$ cat src/rtl/mdio_target_if.sv
// MDIO pad and register-bank signals of an MDIO management target.
// The slave modport is the target side; the master modport drives the pads and the bank.
interface mdio_target_if;
  logic [4:0]  phy_addr;
  logic        mdc;
  logic        mdio_i;
  logic        mdio_o;
  logic        mdio_oe;
  logic [4:0]  reg_addr;
  logic        wr_en;
  logic [15:0] wr_data;
  logic        rd_req;
  logic [15:0] rd_data;
  logic        frame_err;
  logic        busy;

  modport slave (
    input  phy_addr,
    input  mdc,
    input  mdio_i,
    input  rd_data,
    output mdio_o,
    output mdio_oe,
    output reg_addr,
    output wr_en,
    output wr_data,
    output rd_req,
    output frame_err,
    output busy
  );

  modport master (
    output phy_addr,
    output mdc,
    output mdio_i,
    output rd_data,
    input  mdio_o,
    input  mdio_oe,
    input  reg_addr,
    input  wr_en,
    input  wr_data,
    input  rd_req,
    input  frame_err,
    input  busy
  );
endinterface

$ cat src/rtl/mdio_target.sv
// Clause-22 MDIO target: oversamples MDC/MDIO on clk, decodes frames, strobes writes
// into a register bank and serialises read data back onto MDIO.
module mdio_target #(
  parameter int unsigned PREAMBLE_MIN = 32,
  parameter bit          BCAST_EN     = 1'b1
) (
  input logic          clk,
  input logic          rst_n,
  mdio_target_if.slave bus_io
);

  localparam int unsigned PreW = (PREAMBLE_MIN > 0) ? $clog2(PREAMBLE_MIN + 1) : 1;
  localparam logic [PreW-1:0] PreMin = PreW'(PREAMBLE_MIN);

  typedef enum logic [2:0] {
    StIdle, StSt1, StOp, StPhyad, StRegad, StTa, StData, StSkip
  } state_e;

  state_e          state_q;
  logic            mdc_s1_q, mdc_s2_q, mdc_s3_q;
  logic            mdio_s1_q, mdio_s2_q;
  logic [PreW-1:0] pre_cnt_q;
  logic [4:0]      bit_cnt_q;
  logic            op_hi_q;
  logic            op_rd_q;
  logic [3:0]      phy_sh_q;
  logic [3:0]      reg_sh_q;
  logic [15:0]     shift_q;
  logic            mdio_o_q, mdio_oe_q;
  logic [4:0]      reg_addr_q;
  logic            wr_en_q, rd_req_q, frame_err_q, busy_q;
  logic [15:0]     wr_data_q;

  logic       rise;
  logic       sbit;
  logic [4:0] phy_full;
  logic       addr_match;

  always_comb begin
    rise       = mdc_s2_q & ~mdc_s3_q;
    sbit       = mdio_s2_q;
    phy_full   = {phy_sh_q, sbit};
    // Broadcast address 0 only ever qualifies a write.
    addr_match = (phy_full == bus_io.phy_addr) ||
                 (BCAST_EN && (phy_full == 5'd0) && !op_rd_q);
  end

  always_ff @(posedge clk) begin
    if (!rst_n) begin
      state_q     <= StIdle;
      mdc_s1_q    <= 1'b0;
      mdc_s2_q    <= 1'b0;
      mdc_s3_q    <= 1'b0;
      mdio_s1_q   <= 1'b1;
      mdio_s2_q   <= 1'b1;
      pre_cnt_q   <= '0;
      bit_cnt_q   <= 5'd0;
      op_hi_q     <= 1'b0;
      op_rd_q     <= 1'b0;
      phy_sh_q    <= 4'd0;
      reg_sh_q    <= 4'd0;
      shift_q     <= 16'd0;
      mdio_o_q    <= 1'b1;
      mdio_oe_q   <= 1'b0;
      reg_addr_q  <= 5'd0;
      wr_en_q     <= 1'b0;
      rd_req_q    <= 1'b0;
      frame_err_q <= 1'b0;
      busy_q      <= 1'b0;
      wr_data_q   <= 16'd0;
    end else begin
      mdc_s1_q    <= bus_io.mdc;
      mdc_s2_q    <= mdc_s1_q;
      mdc_s3_q    <= mdc_s2_q;
      mdio_s1_q   <= bus_io.mdio_i;
      mdio_s2_q   <= mdio_s1_q;
      wr_en_q     <= 1'b0;
      rd_req_q    <= 1'b0;
      frame_err_q <= 1'b0;

      if (rise) begin
        bit_cnt_q <= bit_cnt_q + 5'd1;
        unique case (state_q)
          StIdle: begin
            bit_cnt_q <= 5'd1;
            if (sbit) begin
              if (pre_cnt_q != PreMin) pre_cnt_q <= pre_cnt_q + PreW'(1);
            end else if (pre_cnt_q >= PreMin) begin
              state_q <= StSt1;
              busy_q  <= 1'b1;
            end else begin
              pre_cnt_q <= '0;
            end
          end

          StSt1: begin
            if (sbit) begin
              state_q <= StOp;
            end else begin
              frame_err_q <= 1'b1;
              state_q     <= StIdle;
              busy_q      <= 1'b0;
              pre_cnt_q   <= '0;
            end
          end

          StOp: begin
            if (bit_cnt_q == 5'd2) begin
              op_hi_q <= sbit;
            end else if (op_hi_q != sbit) begin
              op_rd_q <= op_hi_q;
              state_q <= StPhyad;
            end else begin
              frame_err_q <= 1'b1;
              state_q     <= StIdle;
              busy_q      <= 1'b0;
              pre_cnt_q   <= '0;
            end
          end

          StPhyad: begin
            phy_sh_q <= {phy_sh_q[2:0], sbit};
            if (bit_cnt_q == 5'd8) state_q <= addr_match ? StRegad : StSkip;
          end

          StRegad: begin
            reg_sh_q <= {reg_sh_q[2:0], sbit};
            if (bit_cnt_q == 5'd13) begin
              reg_addr_q <= {reg_sh_q, sbit};
              rd_req_q   <= op_rd_q;
              state_q    <= StTa;
            end
          end

          StTa: begin
            if (bit_cnt_q == 5'd14) begin
              if (op_rd_q) begin
                mdio_oe_q <= 1'b1;
                mdio_o_q  <= 1'b0;
              end
            end else begin
              state_q <= StData;
              if (op_rd_q) begin
                shift_q  <= bus_io.rd_data;
                mdio_o_q <= bus_io.rd_data[15];
              end
            end
          end

          StData: begin
            // While driving, the pad echoes our own value, so it is never sampled.
            if (op_rd_q) begin
              mdio_o_q <= shift_q[14];
              shift_q  <= {shift_q[14:0], 1'b0};
            end else begin
              shift_q <= {shift_q[14:0], sbit};
            end
            if (bit_cnt_q == 5'd31) begin
              if (!op_rd_q) begin
                wr_en_q   <= 1'b1;
                wr_data_q <= {shift_q[14:0], sbit};
              end
              mdio_oe_q <= 1'b0;
              mdio_o_q  <= 1'b1;
              state_q   <= StIdle;
              busy_q    <= 1'b0;
              pre_cnt_q <= '0;
            end
          end

          StSkip: begin
            if (bit_cnt_q == 5'd31) begin
              state_q   <= StIdle;
              busy_q    <= 1'b0;
              pre_cnt_q <= '0;
            end
          end

          default: begin
            state_q   <= StIdle;
            busy_q    <= 1'b0;
            pre_cnt_q <= '0;
          end
        endcase
      end
    end
  end

  assign bus_io.mdio_o    = mdio_o_q;
  assign bus_io.mdio_oe   = mdio_oe_q;
  assign bus_io.reg_addr  = reg_addr_q;
  assign bus_io.wr_en     = wr_en_q;
  assign bus_io.wr_data   = wr_data_q;
  assign bus_io.rd_req    = rd_req_q;
  assign bus_io.frame_err = frame_err_q;
  assign bus_io.busy      = busy_q;

endmodule

$ cat src/flat_wrapper.sv
// flat-port wrapper written by rule: the top's interface ports become plain ports
module mdio_target_flat 
#(
  parameter int unsigned PREAMBLE_MIN = 32,
  parameter bit          BCAST_EN     = 1'b1
)
  (clk, rst_n, bus_io_phy_addr, bus_io_mdc, bus_io_mdio_i, bus_io_rd_data, bus_io_mdio_o, bus_io_mdio_oe, bus_io_reg_addr, bus_io_wr_en, bus_io_wr_data, bus_io_rd_req, bus_io_frame_err, bus_io_busy);
  mdio_target_if bus_io_i ();
  input logic clk;
  input logic rst_n;
  input wire logic [$bits(bus_io_i.phy_addr)-1:0] bus_io_phy_addr;
  input wire logic [$bits(bus_io_i.mdc)-1:0] bus_io_mdc;
  input wire logic [$bits(bus_io_i.mdio_i)-1:0] bus_io_mdio_i;
  input wire logic [$bits(bus_io_i.rd_data)-1:0] bus_io_rd_data;
  output wire logic [$bits(bus_io_i.mdio_o)-1:0] bus_io_mdio_o;
  output wire logic [$bits(bus_io_i.mdio_oe)-1:0] bus_io_mdio_oe;
  output wire logic [$bits(bus_io_i.reg_addr)-1:0] bus_io_reg_addr;
  output wire logic [$bits(bus_io_i.wr_en)-1:0] bus_io_wr_en;
  output wire logic [$bits(bus_io_i.wr_data)-1:0] bus_io_wr_data;
  output wire logic [$bits(bus_io_i.rd_req)-1:0] bus_io_rd_req;
  output wire logic [$bits(bus_io_i.frame_err)-1:0] bus_io_frame_err;
  output wire logic [$bits(bus_io_i.busy)-1:0] bus_io_busy;
  assign bus_io_i.phy_addr = bus_io_phy_addr;
  assign bus_io_i.mdc = bus_io_mdc;
  assign bus_io_i.mdio_i = bus_io_mdio_i;
  assign bus_io_i.rd_data = bus_io_rd_data;
  assign bus_io_mdio_o = bus_io_i.mdio_o;
  assign bus_io_mdio_oe = bus_io_i.mdio_oe;
  assign bus_io_reg_addr = bus_io_i.reg_addr;
  assign bus_io_wr_en = bus_io_i.wr_en;
  assign bus_io_wr_data = bus_io_i.wr_data;
  assign bus_io_rd_req = bus_io_i.rd_req;
  assign bus_io_frame_err = bus_io_i.frame_err;
  assign bus_io_busy = bus_io_i.busy;
  mdio_target #(.PREAMBLE_MIN(PREAMBLE_MIN), .BCAST_EN(BCAST_EN)) u_core (.clk(clk), .rst_n(rst_n), .bus_io(bus_io_i));
endmodule
$ cat config.mk
export PLATFORM = sky130hd
export DESIGN_NAME = mdio_target_flat
export DESIGN_NICKNAME = d
export VERILOG_FILES = /design/src/rtl/mdio_target_if.sv /design/src/rtl/mdio_target.sv /design/src/flat_wrapper.sv
export SDC_FILE = /design/constraint.sdc
export NUM_CORES = 1
export LEC_CHECK = 0
export BUFFER_PORTS_ARGS = -buffer_cell sky130_fd_sc_hd__buf_2
export CAP_MARGIN = 0
export CORE_ASPECT_RATIO = 0.5
export CORE_UTILIZATION = 60
export CTS_CLUSTER_DIAMETER = 80
export CTS_CLUSTER_SIZE = 14
export DETAILED_ROUTE_END_ITERATION = 10
export PLACE_DENSITY = 0.84
export SLEW_MARGIN = 20
export SYNTH_ARGS = -nofsm -noshare
export SYNTH_HDL_FRONTEND = slang
export SYNTH_SLANG_ARGS = --single-unit
export TNS_END_PERCENT = 20
$ cat constraint.sdc
create_clock -name clk -period 5.6 [get_ports clk]
set_clock_uncertainty 0.05 [all_clocks]
set_input_delay 1.4 -clock clk [delete_from_list [all_inputs] [get_ports clk]]
set_output_delay 1.4 -clock clk [all_outputs]
set_load 0.01 [all_outputs]
# Yosys cells after proc, flatten, opt, wreduce, memory -nomap -nowiden
# Index checks and enable logic that the tools add are counted.
totals:
  output_inout_bits: 27
  reg_bits: 71
  inputBits: 25
  wordCells: 126
op_classes:
  add_sub_neg: 2
  eq_ne: 30
  muxes: 45
  reduce_logical: 23
  bitwise: 4
  n_lt_le_gt_ge: 1
op_table:
  columns: ["operator", "count"]
  rows:
  - ["6-bit 2-to-1 mux", 7]
  - ["15-bit 2-to-1 mux", 2]
  - ["15-bit one-hot mux with 2 select lines", 1]
  - ["6-bit one-hot mux with 4 select lines", 1]
  - ["4-bit AND reduction", 6]
  - ["8-bit AND reduction", 3]
  - ["3-bit 2-to-1 mux", 7]
  - ["3-bit one-hot mux with 7 select lines", 1]
  - ["1-bit 2-to-1 mux", 18]
  - ["5-bit by 4-bit == test with 1-bit output (second input constant)", 3]
  - ["2-bit by 1-bit inequality test with 1-bit output (second input constant)", 7]
  - ["3-bit == test (second input constant)", 4]
  - ["2-bit inequality test (second input constant)", 5]
  - ["6-bit by 1-bit adder with 6-bit output (second input constant)", 1]
  - ["3-bit by 2-bit == test with 1-bit output (second input constant)", 2]
  - ["6-bit greater-or-equal comparator (second input constant)", 1]
  - ["2-bit 2-to-1 mux", 3]
  - ["6-bit inequality test (second input constant)", 1]
  - ["1-bit one-hot mux with 2 select lines", 3]
  - ["2-bit AND reduction", 3]
  - ["3-bit AND reduction", 2]
  - ["5-bit by 1-bit adder with 5-bit output (second input constant)", 1]
  - ["5-bit by 2-bit == test with 1-bit output (second input constant)", 1]
  - ["5-bit == test", 1]
  - ["other kinds (19)", 21]

# Longest topological paths before layout
# Gate-level depths: netlist (run 1).
depth:
  word_depth: 6
  depth_mapped: 10
  mapped_depth_nobuf: 8

# Least setup slack after synthesis (run 1)
# No wires, ideal clock.
synth_path:
  path_kind: "input port to flip-flop"
  from: "in bus_io_phy_addr[4]"
  to: "reg u_core.state_q[1]"
  required_time_ns: 5.430
  cell_stages: 5
  setup_slack_ns: 3.303
  t_arrival_ns: 2.127
  path_cell_list: "xnor2_1 nand3_1 o31ai_1 and4_1 nor3_2"
synth_via:
  elab_chain_cells: 5
synth_rtl:
  columns: ["element", "line", "text"]
  rows:
  - ["start, declared", "flat_wrapper.sv:11", "input wire logic [$bits(bus_io_i.phy_addr)-1:0] bus_io_phy_addr;"]
  - ["5-bit == test", "mdio_target.sv:44", "addr_match = (phy_full == bus_io.phy_addr) ||"]
  - ["1-bit logical OR", "mdio_target.sv:44", null]
  - ["2-bit 2-to-1 mux", "mdio_target.sv:123", "if (bit_cnt_q == 5'd8) state_q <= addr_match ? StRegad : StSkip;"]
  - ["3-bit 2-to-1 mux", "mdio_target.sv:123", null]
  - ["3-bit one-hot mux with 7 select lines", "mdio_target.sv:83", "unique case (state_q)"]
  - ["end signal, assigned", "mdio_target.sv:50", "state_q <= StIdle;"]
  - ["end signal, assigned", "mdio_target.sv:89", "state_q <= StSt1;"]
  - ["end signal, assigned", "mdio_target.sv:123", null]
  - ["end, declared", "mdio_target.sv:19", "state_e state_q;"]
# Every way passes these cells. The select of a mux whose other input is x is not followed.
# A chain may end at the register's enable or synchronous reset.

# Final worst setup path (run 1)
layout_path:
  from: "reg u_core.state_q[2]"
  to: "reg u_core.wr_data_q[10] (netlist: u_core.bus_io.wr_data[10])"
layout_via:
  elab_chain_cells: 2
layout_rtl:
  columns: ["element", "line", "text"]
  rows:
  - ["start signal, assigned", "mdio_target.sv:50", null]
  - ["start signal, assigned", "mdio_target.sv:89", null]
  - ["start signal, assigned", "mdio_target.sv:98", "state_q <= StOp;"]
  - ["3-bit == test", "mdio_target.sv:83", null]
  - ["4-bit AND reduction (no line)", null, null]
  - ["end signal, assigned", "mdio_target.sv:161", "wr_data_q <= {shift_q[14:0], sbit};"]
  - ["end, declared", "mdio_target.sv:32", "logic [15:0] wr_data_q;"]
# Every way passes these cells.

==> run_summary.xml, run 1 <==
<?xml version="1.0" encoding="UTF-8"?>
<metrics>
  <group name="cells_and_area">
    <metric name="synthToLayoutAreaGrowth" unit="%">15.32</metric>
    <metric name="final_layout_size_suffix_gt1_share" unit="%">19.44</metric>
    <metric name="final_nets" unit="">459</metric>
    <metric name="diodes" unit="">0</metric>
  </group>
  <group name="die">
    <metric name="design.die.area" unit="µm²">6028</metric>
    <metric name="row_count" unit="">19</metric>
    <metric name="start_util" unit="%">62.31</metric>
    <metric name="io-pin-count" unit="">52</metric>
    <metric name="die_width" unit="µm">108.8</metric>
    <metric name="core-area" unit="µm²">5492</metric>
    <metric name="die_height" unit="µm">55.40</metric>
  </group>
  <group name="yosys">
    <metric name="yosysWarnings" unit="">0</metric>
    <metric name="synth_nets" unit="">424</metric>
    <metric name="synth_area_leaders" unit="">dfxtp_1, mux2i_1, nor2_1</metric>
    <metric name="syn-mean-instance-area" unit="µm²">8.730</metric>
    <metric name="synth_top_cells_by_count" unit="">dfxtp_1, nor2_1, nand2_1</metric>
    <metric name="synth_edf_count" unit="">0</metric>
    <metric name="synthArstFlopShare" unit="%">0</metric>
    <metric name="post-synth-top-area-fraction" unit="%">41.54</metric>
    <metric name="netlist_instances" unit="">392</metric>
    <metric name="synth-seq-area-share" unit="%">41.54</metric>
    <metric name="synth.ff_latch_count" unit="">71</metric>
    <metric name="synth_area_leader_cell" unit="">dfxtp_1</metric>
    <metric name="yosysUniqueCellTypes" unit="">60</metric>
    <metric name="ys_dominant_reg_cell" unit="">dfxtp_1</metric>
    <metric name="synth_area" unit="µm²">3422</metric>
    <metric name="synthMostInstantiatedCell" unit="">dfxtp_1</metric>
  </group>
  <group name="grt">
    <metric name="grt_pass1_wl" unit="µm">12810</metric>
    <metric name="global_route.usage.total" unit="%">27.90</metric>
    <metric name="grt_overflow_total" unit="">0</metric>
    <metric name="grt_antenna_before_repair" unit="">0</metric>
    <metric name="grt_pass1_vias" unit="">2764</metric>
    <metric name="largest_net_degree_at_the_start_of_global_routing" unit="">33</metric>
  </group>
  <group name="clock_network">
    <metric name="clock_path_buffers" unit="">2</metric>
    <metric name="cts_hold_repair.buffers" unit="">0</metric>
    <metric name="worstSkewPairLatency" unit="ns">0.34</metric>
    <metric name="cts_setup_buffers" unit="">0</metric>
    <metric name="tritoncts" unit="">built</metric>
    <metric name="path_clk_slew" unit="ns">0.06</metric>
    <metric name="cts-htree-levels" unit="">3</metric>
    <metric name="clockRootBuffer" unit="">clkbuf_16</metric>
    <metric name="cts.repair.resized" unit="">0</metric>
    <metric name="tritoncts.num_buffers" unit="">9</metric>
    <metric name="cts.sink_count" unit="">71</metric>
  </group>
  <group name="setup_path">
    <metric name="timing.critical_path.fanout_max" unit="">32</metric>
    <metric name="worst_path_dominant_cell_family" unit="">simple AND/OR/NAND/NOR gates</metric>
    <metric name="cp_cell_sequence" unit="">nand3b_1 -&gt; or4_1 -&gt; mux2i_1 -&gt; nor2_1</metric>
    <metric name="setup_crit_path_kind" unit="">reg -&gt; reg</metric>
    <metric name="worst-path-buf-inv" unit="">0</metric>
    <metric name="cp_endpoint_kind" unit="">flip-flop</metric>
    <metric name="worst-r2r-cell-count" unit="">4</metric>
    <metric name="cp.arrival" unit="ns">3.48</metric>
    <metric name="setup.worst_path.start_class" unit="">flip-flop</metric>
    <metric name="cpPeakStageDelay" unit="ns">1.06</metric>
    <metric name="worst_ep_required_time" unit="ns">5.76</metric>
    <metric name="path_depth" unit="">4</metric>
    <metric name="cpMaxStageDelayCell" unit="">or4_1</metric>
  </group>
  <group name="route">
    <metric name="drc_violations_left" unit="">0</metric>
    <metric name="routed_wire_length_per_instance" unit="µm">15.19</metric>
    <metric name="tritonroute_pass_1_iters" unit="">6</metric>
    <metric name="final_antenna_net_count" unit="">0</metric>
    <metric name="dr_total_vias" unit="">3003</metric>
    <metric name="route.detailed.vias_per_inst" unit="">5.947</metric>
    <metric name="drt_iter0_drc" unit="">265</metric>
    <metric name="total_length_of_routed_wires" unit="µm">7673</metric>
  </group>
  <group name="power_and_ir_drop">
    <metric name="total_switching_power" unit="µW">252.9</metric>
    <metric name="cellInternalPower" unit="µW">916.9</metric>
    <metric name="irDropWorstVdd" unit="mV">0.2477</metric>
    <metric name="power.share.combinational" unit="%">3.1</metric>
    <metric name="power_per_cell_area" unit="nW/µm²">296.4</metric>
    <metric name="seqPwrFrac" unit="%">43.6</metric>
    <metric name="power.clock.fraction" unit="%">53.3</metric>
    <metric name="p_sw_share" unit="%">21.62</metric>
    <metric name="p_leak" unit="µW">0.001644</metric>
  </group>
  <group name="sta">
    <metric name="grt_setup_unrepaired" unit="">false</metric>
    <metric name="actual_slew_at_the_worst_max_slew_pin" unit="ns">1.015</metric>
    <metric name="max-slew-margin-rel" unit="%">32.27</metric>
    <metric name="max_clock_freq" unit="MHz">301.9</metric>
    <metric name="hold_viol" unit="">0</metric>
    <metric name="timing.setup.tns" unit="ns">0</metric>
    <metric name="min_period" unit="ns">3.313</metric>
    <metric name="final_critical_path_setup_slack" unit="ns">2.287</metric>
    <metric name="timing_max_transition_violations_final" unit="">0</metric>
    <metric name="setup_viol" unit="">0</metric>
    <metric name="period_share" unit="%">59.15</metric>
  </group>
  <group name="outcome">
    <metric name="result_of_the_run" unit="">finished, final reports clean</metric>
  </group>
  <group name="placed_design">
    <metric name="dp_hpwl" unit="µm">4965</metric>
    <metric name="placement.setup.worst_slack" unit="ns">2.368</metric>
    <metric name="gp_congestion" unit="">0.8410</metric>
    <metric name="placement.io_buffers" unit="">51</metric>
  </group>
  <group name="hold_path">
    <metric name="timing.hold.worst.class" unit="">reg -&gt; reg</metric>
    <metric name="hold_path_depth" unit="">1</metric>
  </group>
  <group name="flow_run">
    <metric name="maxCapViolations" unit="">0</metric>
  </group>
</metrics>
## metal layers
layer / track usage (%) / wire (µm) / up-vias
li1: - / - / 1456
met1: 34.80 / 3319 / 1423
met2: 45.21 / 3748 / 116
met3: 10.63 / 518 / 8
met4: 7.336 / 87 / 0
met5: 0 / 0 / -
## placed cells by master, fill, tap and decap left out, types with 3 or more instances in the layout
cell type / Yosys / routed
ha_1: 7 / 7
nand2_1: 34 / 34
nor2_1: 60 / 60
buf_2: 7 / 51
nand3b_1: 4 / 4
dfxtp_1: 71 / 71
o22ai_1: 3 / 3
inv_1: 6 / 6
nand3_1: 25 / 25
and2_1: 5 / 5
clkbuf_16: 0 / 9
a211oi_1: 3 / 3
xnor2_1: 5 / 5
a311oi_1: 14 / 14
nand4b_1: 4 / 4
nand4_1: 3 / 3
nand2b_1: 7 / 7
mux2i_1: 27 / 27
a21oi_1: 22 / 21
o21ai_0: 12 / 12
nor3_1: 3 / 3
nor2b_1: 3 / 3
## sequential cells by signal (all words and copies together), names as in the netlist, 3 cells and up
signal and cells:
u_core.state_q 3, u_core.shift_q 15, u_core.bus_io.wr_data 16, u_core.bus_io.reg_addr 5, u_core.pre_cnt_q 6, u_core.phy_sh_q 4, u_core.reg_sh_q 4, u_core.bit_cnt_q 5
## through the flow
step / std cells / hold WS, ns / cell area [µm²] / utilization, % / power [µW]
2_1_floorplan: 392 / 0.3363 / 3422 / - / 543.1
3_3_place_gp: 489 / 0.3389 / 3608 / 65.71 / 555.0
3_5_place_dp: 489 / 0.3426 / 3608 / 65.71 / 556.3
4_1_cts: 505 / 0.3559 / 3939 / 71.72 / 1177
5_1_grt: 505 / 0.3800 / 3946 / 71.86 / 1209
6_report: 505 / 0.3536 / 3946 / 71.86 / 1170
## area by class of cell
type	instances	area, µm²
clock inverters	7	105.1
clock buffers	9	225.2
multi-input cells	284	1803
flip-flops and latches	71	1421
inverters	8	30.03
fillers	369	1545
repair buffers	53	270.3
well taps	73	91.34
## logic make-up (layout without fill, tap and decap cells)
logic type	after synthesis	in the layout	share of synthesized area, %
AOI/OAI and AO/OA	75	75	15.61
xor gates and xnor gates	7	7	1.792
adders and majority gates	7	7	2.559
buffers and inverters	37	77	6.106
DFF	71	71	41.54
muxes	27	27	7.898
and+or+nand+nor	168	168	24.50
## power by group through the flow
stage | combinational [µW] | sequential, µW | clock [µW]
after floorplan | 23.2 | 520 | 0
after global placement | 33.8 | 521 | 0
after detailed placement | 35.0 | 521 | 0
after CTS | 35.7 | 510 | 631
after global routing | 39.5 | 510 | 659
final | 35.9 | 510 | 624
## worst paths after layout
check,startpoint,end,slack (ns)
worst max register to register,u_core.state_q[2],u_core.bus_io.wr_data[10],2.29
worst max-delay path,u_core.state_q[2],u_core.bus_io.wr_data[10],2.29
worst min register to register,u_core.mdio_s1_q,u_core.mdio_s2_q,0.35
worst min-delay path,u_core.mdio_s1_q,u_core.mdio_s2_q,0.35
Power figures use the tool's default switching activity.
==> inputs of run 2 (changes only) <==
--- a/config.mk
+++ b/config.mk
@@ -5,14 +5,15 @@
 export SDC_FILE = /design/constraint.sdc
 export NUM_CORES = 1
 export LEC_CHECK = 0
+export ABC_AREA = 1
 export BUFFER_PORTS_ARGS = -buffer_cell sky130_fd_sc_hd__buf_2
 export CAP_MARGIN = 0
 export CORE_ASPECT_RATIO = 0.5
-export CORE_UTILIZATION = 60
+export CORE_UTILIZATION = 51
 export CTS_CLUSTER_DIAMETER = 80
 export CTS_CLUSTER_SIZE = 14
 export DETAILED_ROUTE_END_ITERATION = 10
-export PLACE_DENSITY = 0.84
+export PLACE_DENSITY = 0.76
 export SLEW_MARGIN = 20
 export SYNTH_ARGS = -nofsm -noshare
 export SYNTH_HDL_FRONTEND = slang
==> constraint.sdc (replaced) <==
create_clock -name clk -period 2.8 [get_ports clk]
set_clock_uncertainty 0.05 [all_clocks]
set_input_delay 0.7 -clock clk [delete_from_list [all_inputs] [get_ports clk]]
set_output_delay 0.7 -clock clk [all_outputs]
set_load 0.01 [all_outputs]
==> run_summary.xml, run 2 <==
<?xml version="1.0" encoding="UTF-8"?>
<metrics>
  <group name="placed_design">
    <metric name="post_dp_cell_area" unit="µm²">3635</metric>
    <metric name="gp_congestion" unit="">0.9340</metric>
    <metric name="placement.io_buffers" unit="">51</metric>
    <metric name="dp_hpwl" unit="µm">5129</metric>
    <metric name="dpl.cell_count" unit="">614</metric>
  </group>
  <group name="grt">
    <metric name="grt_pass1_wl" unit="µm">12530</metric>
    <metric name="grt_pass1_vias" unit="">2785</metric>
    <metric name="grt_antenna_before_repair" unit="">0</metric>
    <metric name="global_route.usage.total" unit="%">23.89</metric>
    <metric name="grt_overflow_total" unit="">0</metric>
    <metric name="largest_net_degree_at_the_start_of_global_routing" unit="">37</metric>
  </group>
  <group name="yosys">
    <metric name="post-synth-top-area-fraction" unit="%">42.44</metric>
    <metric name="synth_area" unit="µm²">3349</metric>
    <metric name="synth_area_leader_cell" unit="">dfxtp_1</metric>
    <metric name="synth_edf_count" unit="">0</metric>
    <metric name="yosys.area_share.xor_xnor" unit="%">0.7845</metric>
    <metric name="synthMostInstantiatedCell" unit="">nor2_1</metric>
    <metric name="synth_nets" unit="">523</metric>
    <metric name="synthArstFlopShare" unit="%">0</metric>
    <metric name="synth-seq-area-share" unit="%">42.44</metric>
    <metric name="yosys.area_share.adder" unit="%">2.615</metric>
    <metric name="combinational_family_with_the_most_area_after_synthesis" unit="">simple AND/OR/NAND/NOR gates</metric>
    <metric name="synth_compound_gate_area_share" unit="%">13.82</metric>
    <metric name="synth.ff_latch_count" unit="">71</metric>
    <metric name="syn-mean-instance-area" unit="µm²">6.822</metric>
    <metric name="yosysUniqueCellTypes" unit="">29</metric>
    <metric name="yosys-mux-area-fraction" unit="%">0</metric>
    <metric name="yosysWarnings" unit="">0</metric>
    <metric name="synth_area_leaders" unit="">dfxtp_1, nor2_1, nand2_1</metric>
    <metric name="synth_top_cells_by_count" unit="">nor2_1, nand2_1, dfxtp_1</metric>
    <metric name="ys_dominant_reg_cell" unit="">dfxtp_1</metric>
    <metric name="synth-simple-area-share" unit="%">32.35</metric>
    <metric name="netlist_instances" unit="">491</metric>
  </group>
  <group name="cells_and_area">
    <metric name="synthToLayoutAreaGrowth" unit="%">18.42</metric>
    <metric name="most-common-layout-cells" unit="">nor2_1, nand2_1, dfxtp_1</metric>
    <metric name="layout.cells.most_common" unit="">nor2_1</metric>
    <metric name="diodes" unit="">0</metric>
    <metric name="final_layout_size_suffix_gt1_share" unit="%">17.19</metric>
    <metric name="number_of_flip_flops_in_the_largest_register" unit="">16</metric>
    <metric name="layout.cells.non_filler" unit="">629</metric>
    <metric name="final_nets" unit="">569</metric>
    <metric name="area_of_all_placed_cells_without_fillers" unit="µm²">3966</metric>
  </group>
  <group name="flow_run">
    <metric name="maxCapViolations" unit="">0</metric>
  </group>
  <group name="route">
    <metric name="drc_violations_left" unit="">0</metric>
    <metric name="tritonroute_pass_1_iters" unit="">5</metric>
    <metric name="final_antenna_net_count" unit="">0</metric>
    <metric name="drt_iter0_drc" unit="">196</metric>
    <metric name="dr_total_vias" unit="">3202</metric>
    <metric name="routed_wire_length_per_instance" unit="µm">11.89</metric>
    <metric name="total_length_of_routed_wires" unit="µm">7477</metric>
    <metric name="route.detailed.vias_per_inst" unit="">5.091</metric>
  </group>
  <group name="hold_path">
    <metric name="hold_path_end" unit="">u_core.mdio_s2_q</metric>
    <metric name="timing.hold.worst.class" unit="">reg -&gt; reg</metric>
    <metric name="timing.hold.worst.start" unit="">u_core.mdio_s1_q</metric>
    <metric name="hold_path_depth" unit="">1</metric>
  </group>
  <group name="clock_network">
    <metric name="clock_path_buffers" unit="">2</metric>
    <metric name="cts_setup_buffers" unit="">0</metric>
    <metric name="cts-htree-levels" unit="">3</metric>
    <metric name="tritoncts" unit="">built</metric>
    <metric name="cts.repair.resized" unit="">0</metric>
    <metric name="cts.sink_count" unit="">71</metric>
    <metric name="cts_hold_repair.buffers" unit="">0</metric>
    <metric name="clockRootBuffer" unit="">clkbuf_16</metric>
    <metric name="path_clk_slew" unit="ns">0.06</metric>
    <metric name="tritoncts.num_buffers" unit="">9</metric>
    <metric name="worstSkewPairLatency" unit="ns">0.33</metric>
  </group>
  <group name="die">
    <metric name="die_width" unit="µm">116.6</metric>
    <metric name="io-pin-count" unit="">52</metric>
    <metric name="design.die.area" unit="µm²">6916</metric>
    <metric name="row_count" unit="">20</metric>
    <metric name="start_util" unit="%">53.97</metric>
    <metric name="core-area" unit="µm²">6206</metric>
    <metric name="die_height" unit="µm">59.31</metric>
  </group>
  <group name="power_and_ir_drop">
    <metric name="p_leak" unit="µW">0.001875</metric>
    <metric name="cellInternalPower" unit="µW">1906</metric>
    <metric name="irDropWorstVdd" unit="mV">0.3257</metric>
    <metric name="total_switching_power" unit="µW">486.0</metric>
    <metric name="power.clock.fraction" unit="%">52.6</metric>
    <metric name="power.share.combinational" unit="%">4.4</metric>
    <metric name="seqPwrFrac" unit="%">43.1</metric>
    <metric name="power" unit="µW">2392</metric>
    <metric name="p_sw_share" unit="%">20.32</metric>
    <metric name="power_per_cell_area" unit="nW/µm²">603.2</metric>
  </group>
  <group name="setup_path">
    <metric name="cp.arrival" unit="ns">2.32</metric>
    <metric name="cp_cell_sequence" unit="">inv_2 -&gt; nor2_2 -&gt; nand2_2 -&gt; nor2_2 -&gt; nand3_2 -&gt; inv_2 -&gt; o21ai_0 -&gt; a21oi_1</metric>
    <metric name="worst_ep_required_time" unit="ns">3.02</metric>
    <metric name="launch_instance_of_the_worst_register_to_register_path" unit="">u_core.state_q[1]</metric>
    <metric name="crit_path_start" unit="">u_core.state_q[1]</metric>
    <metric name="timing.critical_path.fanout_max" unit="">22</metric>
    <metric name="cpMaxStageDelayCell" unit="">dfxtp_1</metric>
    <metric name="crit-reg2reg-capture" unit="">u_core.bus_io.wr_data[12]</metric>
    <metric name="worst-r2r-cell-count" unit="">8</metric>
    <metric name="cp_endpoint_kind" unit="">flip-flop</metric>
    <metric name="worst_path_dominant_cell_family" unit="">simple AND/OR/NAND/NOR gates</metric>
    <metric name="setup.worst_path.start_class" unit="">flip-flop</metric>
    <metric name="ff2ff_setup_slack" unit="ns">0.70</metric>
    <metric name="setup_crit_path_kind" unit="">reg -&gt; reg</metric>
    <metric name="worst-path-buf-inv" unit="">2</metric>
    <metric name="cpPeakStageDelay" unit="ns">0.41</metric>
    <metric name="path_depth" unit="">8</metric>
  </group>
  <group name="sta">
    <metric name="timing.setup.tns" unit="ns">0</metric>
    <metric name="grt_setup_unrepaired" unit="">false</metric>
    <metric name="actual_slew_at_the_worst_max_slew_pin" unit="ns">0.5686</metric>
    <metric name="setup_viol" unit="">0</metric>
    <metric name="max-slew-margin-rel" unit="%">62.05</metric>
    <metric name="timing_max_transition_violations_final" unit="">0</metric>
    <metric name="hold_viol" unit="">0</metric>
    <metric name="min_period" unit="ns">2.103</metric>
    <metric name="period_share" unit="%">75.12</metric>
    <metric name="max_clock_freq" unit="MHz">475.4</metric>
  </group>
  <group name="outcome">
    <metric name="result_of_the_run" unit="">finished, final reports clean</metric>
  </group>
</metrics>
[run 2: stage by stage]
step                hold WS (ns)  worst slack (ns)  utilization, %
finish                    0.3666            0.6967           63.91
detailed placement        0.3513            0.7228           58.57
CTS                       0.3656            0.7047           63.91
floorplan                 0.3405             1.142               -
global placement          0.3426            0.8503           58.57
global route              0.3904            0.4247           63.91
[run 2: power groups by stage]
| stage | logic (µW) | clock network, µW | registers, µW |
|---|---|---|---|
| floorplan | 72.0 | 0 | 1050 |
| global placement | 102 | 0 | 1050 |
| detailed placement | 103 | 0 | 1050 |
| CTS | 105 | 1280 | 1030 |
| global route | 120 | 1320 | 1030 |
| finish | 105 | 1260 | 1030 |
[run 2: worst max-delay path by stage]
stage	end	slack [ns]
floorplan	u_core.state_q[2]	1.14
detailed placement	u_core.bus_io.wr_data[13]	0.72
finish	u_core.bus_io.wr_data[12]	0.70
global placement	u_core.bus_io.wr_data[12]	0.85
global route	u_core.bus_io.wr_data[12]	0.42
CTS	u_core.bus_io.wr_data[12]	0.70
[run 2: cell type report]
class | instances | area (µm²)
repair buffers | 52 | 262.8
clock inverters | 3 | 65.06
multi-input cells | 355 | 1660
well taps | 88 | 110.1
inverters | 48 | 180.2
fillers | 595 | 2240
clock buffers | 12 | 266.5
flip-flops and latches | 71 | 1421
[run 2: cell families after synthesis]
kind of cell	Yosys count
compound gates	86
xor+xnor	3
fa+ha+maj	7
buf+inv	65
flops	71
simple gates	259
[run 2: per-layer routing]
metal / global-route usage, % / up-vias / routed length [µm]
met3: 7.566 / 12 / 545
met1: 31.68 / 1432 / 3575
met4: 9.584 / 0 / 99
met2: 36.43 / 111 / 3256
li1: - / 1647 / -
met5: 0 / - / 0
==> inputs of run 3 (changes only) <==
--- a/config.mk
+++ b/config.mk
@@ -5,15 +5,15 @@
 export SDC_FILE = /design/constraint.sdc
 export NUM_CORES = 1
 export LEC_CHECK = 0
-export ABC_AREA = 1
+export ABC_AREA = 0
 export BUFFER_PORTS_ARGS = -buffer_cell sky130_fd_sc_hd__buf_2
 export CAP_MARGIN = 0
 export CORE_ASPECT_RATIO = 0.5
-export CORE_UTILIZATION = 51
+export CORE_UTILIZATION = 57
 export CTS_CLUSTER_DIAMETER = 80
 export CTS_CLUSTER_SIZE = 14
 export DETAILED_ROUTE_END_ITERATION = 10
-export PLACE_DENSITY = 0.76
+export PLACE_DENSITY = 0.8
 export SLEW_MARGIN = 20
 export SYNTH_ARGS = -nofsm -noshare
 export SYNTH_HDL_FRONTEND = slang
==> constraint.sdc (replaced) <==
create_clock -name clk -period 2.1 [get_ports clk]
set_clock_uncertainty 0.05 [all_clocks]
set_input_delay 0.525 -clock clk [delete_from_list [all_inputs] [get_ports clk]]
set_output_delay 0.525 -clock clk [all_outputs]
set_load 0.01 [all_outputs]
==> run_summary.xml, run 3 (synthesis gave the netlist of run 1 again) <==
<?xml version="1.0" encoding="UTF-8"?>
<metrics>
  <group name="die">
    <metric name="io-pin-count" unit="">52</metric>
    <metric name="die_height" unit="µm">56.79</metric>
    <metric name="core-area" unit="µm²">5634</metric>
    <metric name="design.die.area" unit="µm²">6336</metric>
    <metric name="row_count" unit="">19</metric>
    <metric name="start_util" unit="%">60.74</metric>
    <metric name="die_width" unit="µm">111.6</metric>
  </group>
  <group name="route">
    <metric name="route.detailed.vias_per_inst" unit="">5.960</metric>
    <metric name="total_length_of_routed_wires" unit="µm">8292</metric>
    <metric name="final_antenna_net_count" unit="">0</metric>
    <metric name="dr_total_vias" unit="">3117</metric>
    <metric name="drt_iter0_drc" unit="">259</metric>
    <metric name="drc_violations_left" unit="">7</metric>
    <metric name="routed_wire_length_per_instance" unit="µm">15.85</metric>
    <metric name="tritonroute_pass_1_iters" unit="">10</metric>
  </group>
  <group name="grt">
    <metric name="largest_net_degree_at_the_start_of_global_routing" unit="">61</metric>
    <metric name="grt_pass1_vias" unit="">2878</metric>
    <metric name="grt_antenna_before_repair" unit="">0</metric>
    <metric name="grt_pass1_wl" unit="µm">13290</metric>
    <metric name="grt_overflow_total" unit="">0</metric>
    <metric name="global_route.usage.total" unit="%">27.14</metric>
  </group>
  <group name="setup_path">
    <metric name="ff2ff_setup_slack" unit="ns">0.1</metric>
    <metric name="setup_crit_path_kind" unit="">reg -&gt; reg</metric>
    <metric name="worst-r2r-cell-count" unit="">7</metric>
    <metric name="cp_endpoint_kind" unit="">flip-flop</metric>
    <metric name="launch_instance_of_the_worst_register_to_register_path" unit="">u_core.bit_cnt_q[1]</metric>
    <metric name="worst-path-buf-inv" unit="">1</metric>
    <metric name="worst_ep_required_time" unit="ns">2.30</metric>
    <metric name="cpPeakStageDelay" unit="ns">0.51</metric>
    <metric name="cpMaxStageDelayCell" unit="">or4b_4</metric>
    <metric name="cp.arrival" unit="ns">2.20</metric>
    <metric name="worst_path_dominant_cell_family" unit="">compound AO/OA/AOI/OAI gates</metric>
    <metric name="crit-reg2reg-capture" unit="">u_core.state_q[2]</metric>
    <metric name="cp_cell_sequence" unit="">buf_4 -&gt; ha_1 -&gt; or4b_4 -&gt; o221ai_4 -&gt; a311oi_2 -&gt; a21bo_1 -&gt; a21oi_1</metric>
    <metric name="timing.critical_path.fanout_max" unit="">6</metric>
    <metric name="setup.worst_path.start_class" unit="">flip-flop</metric>
  </group>
  <group name="clock_network">
    <metric name="tritoncts" unit="">built</metric>
    <metric name="cts-htree-levels" unit="">3</metric>
    <metric name="path_clk_slew" unit="ns">0.05</metric>
    <metric name="tritoncts.num_buffers" unit="">9</metric>
    <metric name="cts_setup_buffers" unit="">0</metric>
    <metric name="cts.repair.resized" unit="">0</metric>
    <metric name="cts.sink_count" unit="">71</metric>
    <metric name="clockRootBuffer" unit="">clkbuf_16</metric>
    <metric name="clock_path_buffers" unit="">2</metric>
    <metric name="cts_hold_repair.buffers" unit="">0</metric>
    <metric name="worstSkewPairLatency" unit="ns">0.33</metric>
  </group>
  <group name="sta">
    <metric name="timing.setup.tns" unit="ns">0</metric>
    <metric name="timing_max_transition_violations_final" unit="">0</metric>
    <metric name="setup_viol" unit="">0</metric>
    <metric name="max-slew-margin-rel" unit="%">54.06</metric>
    <metric name="hold_viol" unit="">0</metric>
    <metric name="period_share" unit="%">95.34</metric>
    <metric name="grt_setup_unrepaired" unit="">false</metric>
    <metric name="final_critical_path_setup_slack" unit="ns">0.09780</metric>
    <metric name="actual_slew_at_the_worst_max_slew_pin" unit="ns">0.6796</metric>
    <metric name="max_clock_freq" unit="MHz">499.5</metric>
    <metric name="min_period" unit="ns">2.002</metric>
  </group>
  <group name="power_and_ir_drop">
    <metric name="total_switching_power" unit="µW">630.1</metric>
    <metric name="cellInternalPower" unit="µW">2426</metric>
    <metric name="power.clock.fraction" unit="%">52.1</metric>
    <metric name="power_per_cell_area" unit="nW/µm²">737.8</metric>
    <metric name="power" unit="µW">3056</metric>
    <metric name="power.share.combinational" unit="%">3.5</metric>
    <metric name="p_leak" unit="µW">0.001754</metric>
    <metric name="irDropWorstVdd" unit="mV">0.5593</metric>
    <metric name="p_sw_share" unit="%">20.61</metric>
    <metric name="seqPwrFrac" unit="%">44.5</metric>
  </group>
  <group name="cells_and_area">
    <metric name="final_nets" unit="">478</metric>
    <metric name="diodes" unit="">0</metric>
    <metric name="most-common-layout-cells" unit="">dfxtp_1, nor2_1, buf_2</metric>
    <metric name="num-fill-cells" unit="">417</metric>
    <metric name="synthToLayoutAreaGrowth" unit="%">21.06</metric>
    <metric name="number_of_flip_flops_in_the_largest_register" unit="">16</metric>
    <metric name="final_layout_size_suffix_gt1_share" unit="%">24.44</metric>
    <metric name="layout.cells.most_common" unit="">dfxtp_1</metric>
  </group>
  <group name="hold_path">
    <metric name="hold_path_end" unit="">u_core.mdio_s1_q</metric>
    <metric name="timing.hold.worst.class" unit="">in -&gt; reg</metric>
    <metric name="timing.hold.worst.start" unit="">bus_io_mdio_i</metric>
    <metric name="hold_path_depth" unit="">2</metric>
  </group>
  <group name="placed_design">
    <metric name="placement.setup.worst_slack" unit="ns">0.04939</metric>
    <metric name="dp_hpwl" unit="µm">5305</metric>
    <metric name="placement.io_buffers" unit="">51</metric>
    <metric name="gp_congestion" unit="">0.9393</metric>
  </group>
  <group name="outcome">
    <metric name="failed_checks" unit="">DRC</metric>
    <metric name="result_of_the_run" unit="">complete, but fails checks</metric>
  </group>
  <group name="flow_run">
    <metric name="maxCapViolations" unit="">0</metric>
  </group>
</metrics>
==> run 3: changes by cell type in the layout (fill, tap and decap cells not counted), sizes merged, moves of 5 or more <==
cell	before	now
a211oi	8	3
a311oi	0	15
and2	0	5
buf	52	71
inv	48	6
mux2i	0	27
nand2	107	34
nand2b	0	7
nor2	119	61
o21ai	50	13
==> run 3: area by class of cell <==
| cell class | count | area, µm² | share of cell area [%] |
|---|---|---|---|
| Sequential cell | 71 | 1426 | 34.43 |
| Multi-Input combinational cell | 284 | 1815 | 43.82 |
| Clock inverter | 6 | 86.33 | 2.084 |
| Timing Repair Buffer | 72 | 467.9 | 11.30 |
| Inverter | 8 | 30.03 | 0.7249 |
| Clock buffer | 9 | 225.2 | 5.436 |
| Tap cell | 73 | 91.34 | 2.205 |
==> run 3: routing by layer <==
layer	up-vias	part of all wire [%]	GRT usage [%]	routed length [µm]
met5	-	0	0	0
met4	0	2.0	10.42	163
met3	15	6.3	8.747	525
met2	110	48	46.52	3989
met1	1494	44	31.99	3613
li1	1498	-	-	-
==> run 3: how the worst max path moves through the flow <==
stage | start | to | slack, ns | cells past startpoint
finish | u_core.bit_cnt_q[1] | u_core.state_q[2] | 0.1 | 7
global route | u_core.bit_cnt_q[0] | u_core.state_q[1] | 0.001 | 8
CTS | u_core.bit_cnt_q[1] | u_core.pre_cnt_q[5] | 0.03 | 7
detailed placement | u_core.bit_cnt_q[1] | u_core.pre_cnt_q[5] | 0.05 | 7
global placement | u_core.bit_cnt_q[1] | u_core.pre_cnt_q[5] | 0.11 | 7
floorplan | u_core.bit_cnt_q[0] | u_core.bus_io.wr_data[15] | 0.03 | 9
==> run 3: power by group through the flow <==
stage	combinational (µW)	sequential, µW	clock [µW]
2_1_floorplan	61.8	1390	0
3_3_place_gp	99.6	1390	0
3_5_place_dp	103	1390	0
4_1_cts	104	1360	1610
5_1_grt	117	1360	1660
6_report	106	1360	1590
==> run 3: stage by stage <==
step,hold slack [ns],instances,area (µm²),utilization [%]
after floorplan,0.3363,392,3446,-
final,0.3191,523,4143,73.53
after detailed placement,0.3449,507,3799,67.42
after global routing,0.3348,523,4143,73.53
after global placement,0.3469,507,3799,67.42
after CTS,0.3139,522,4110,72.95
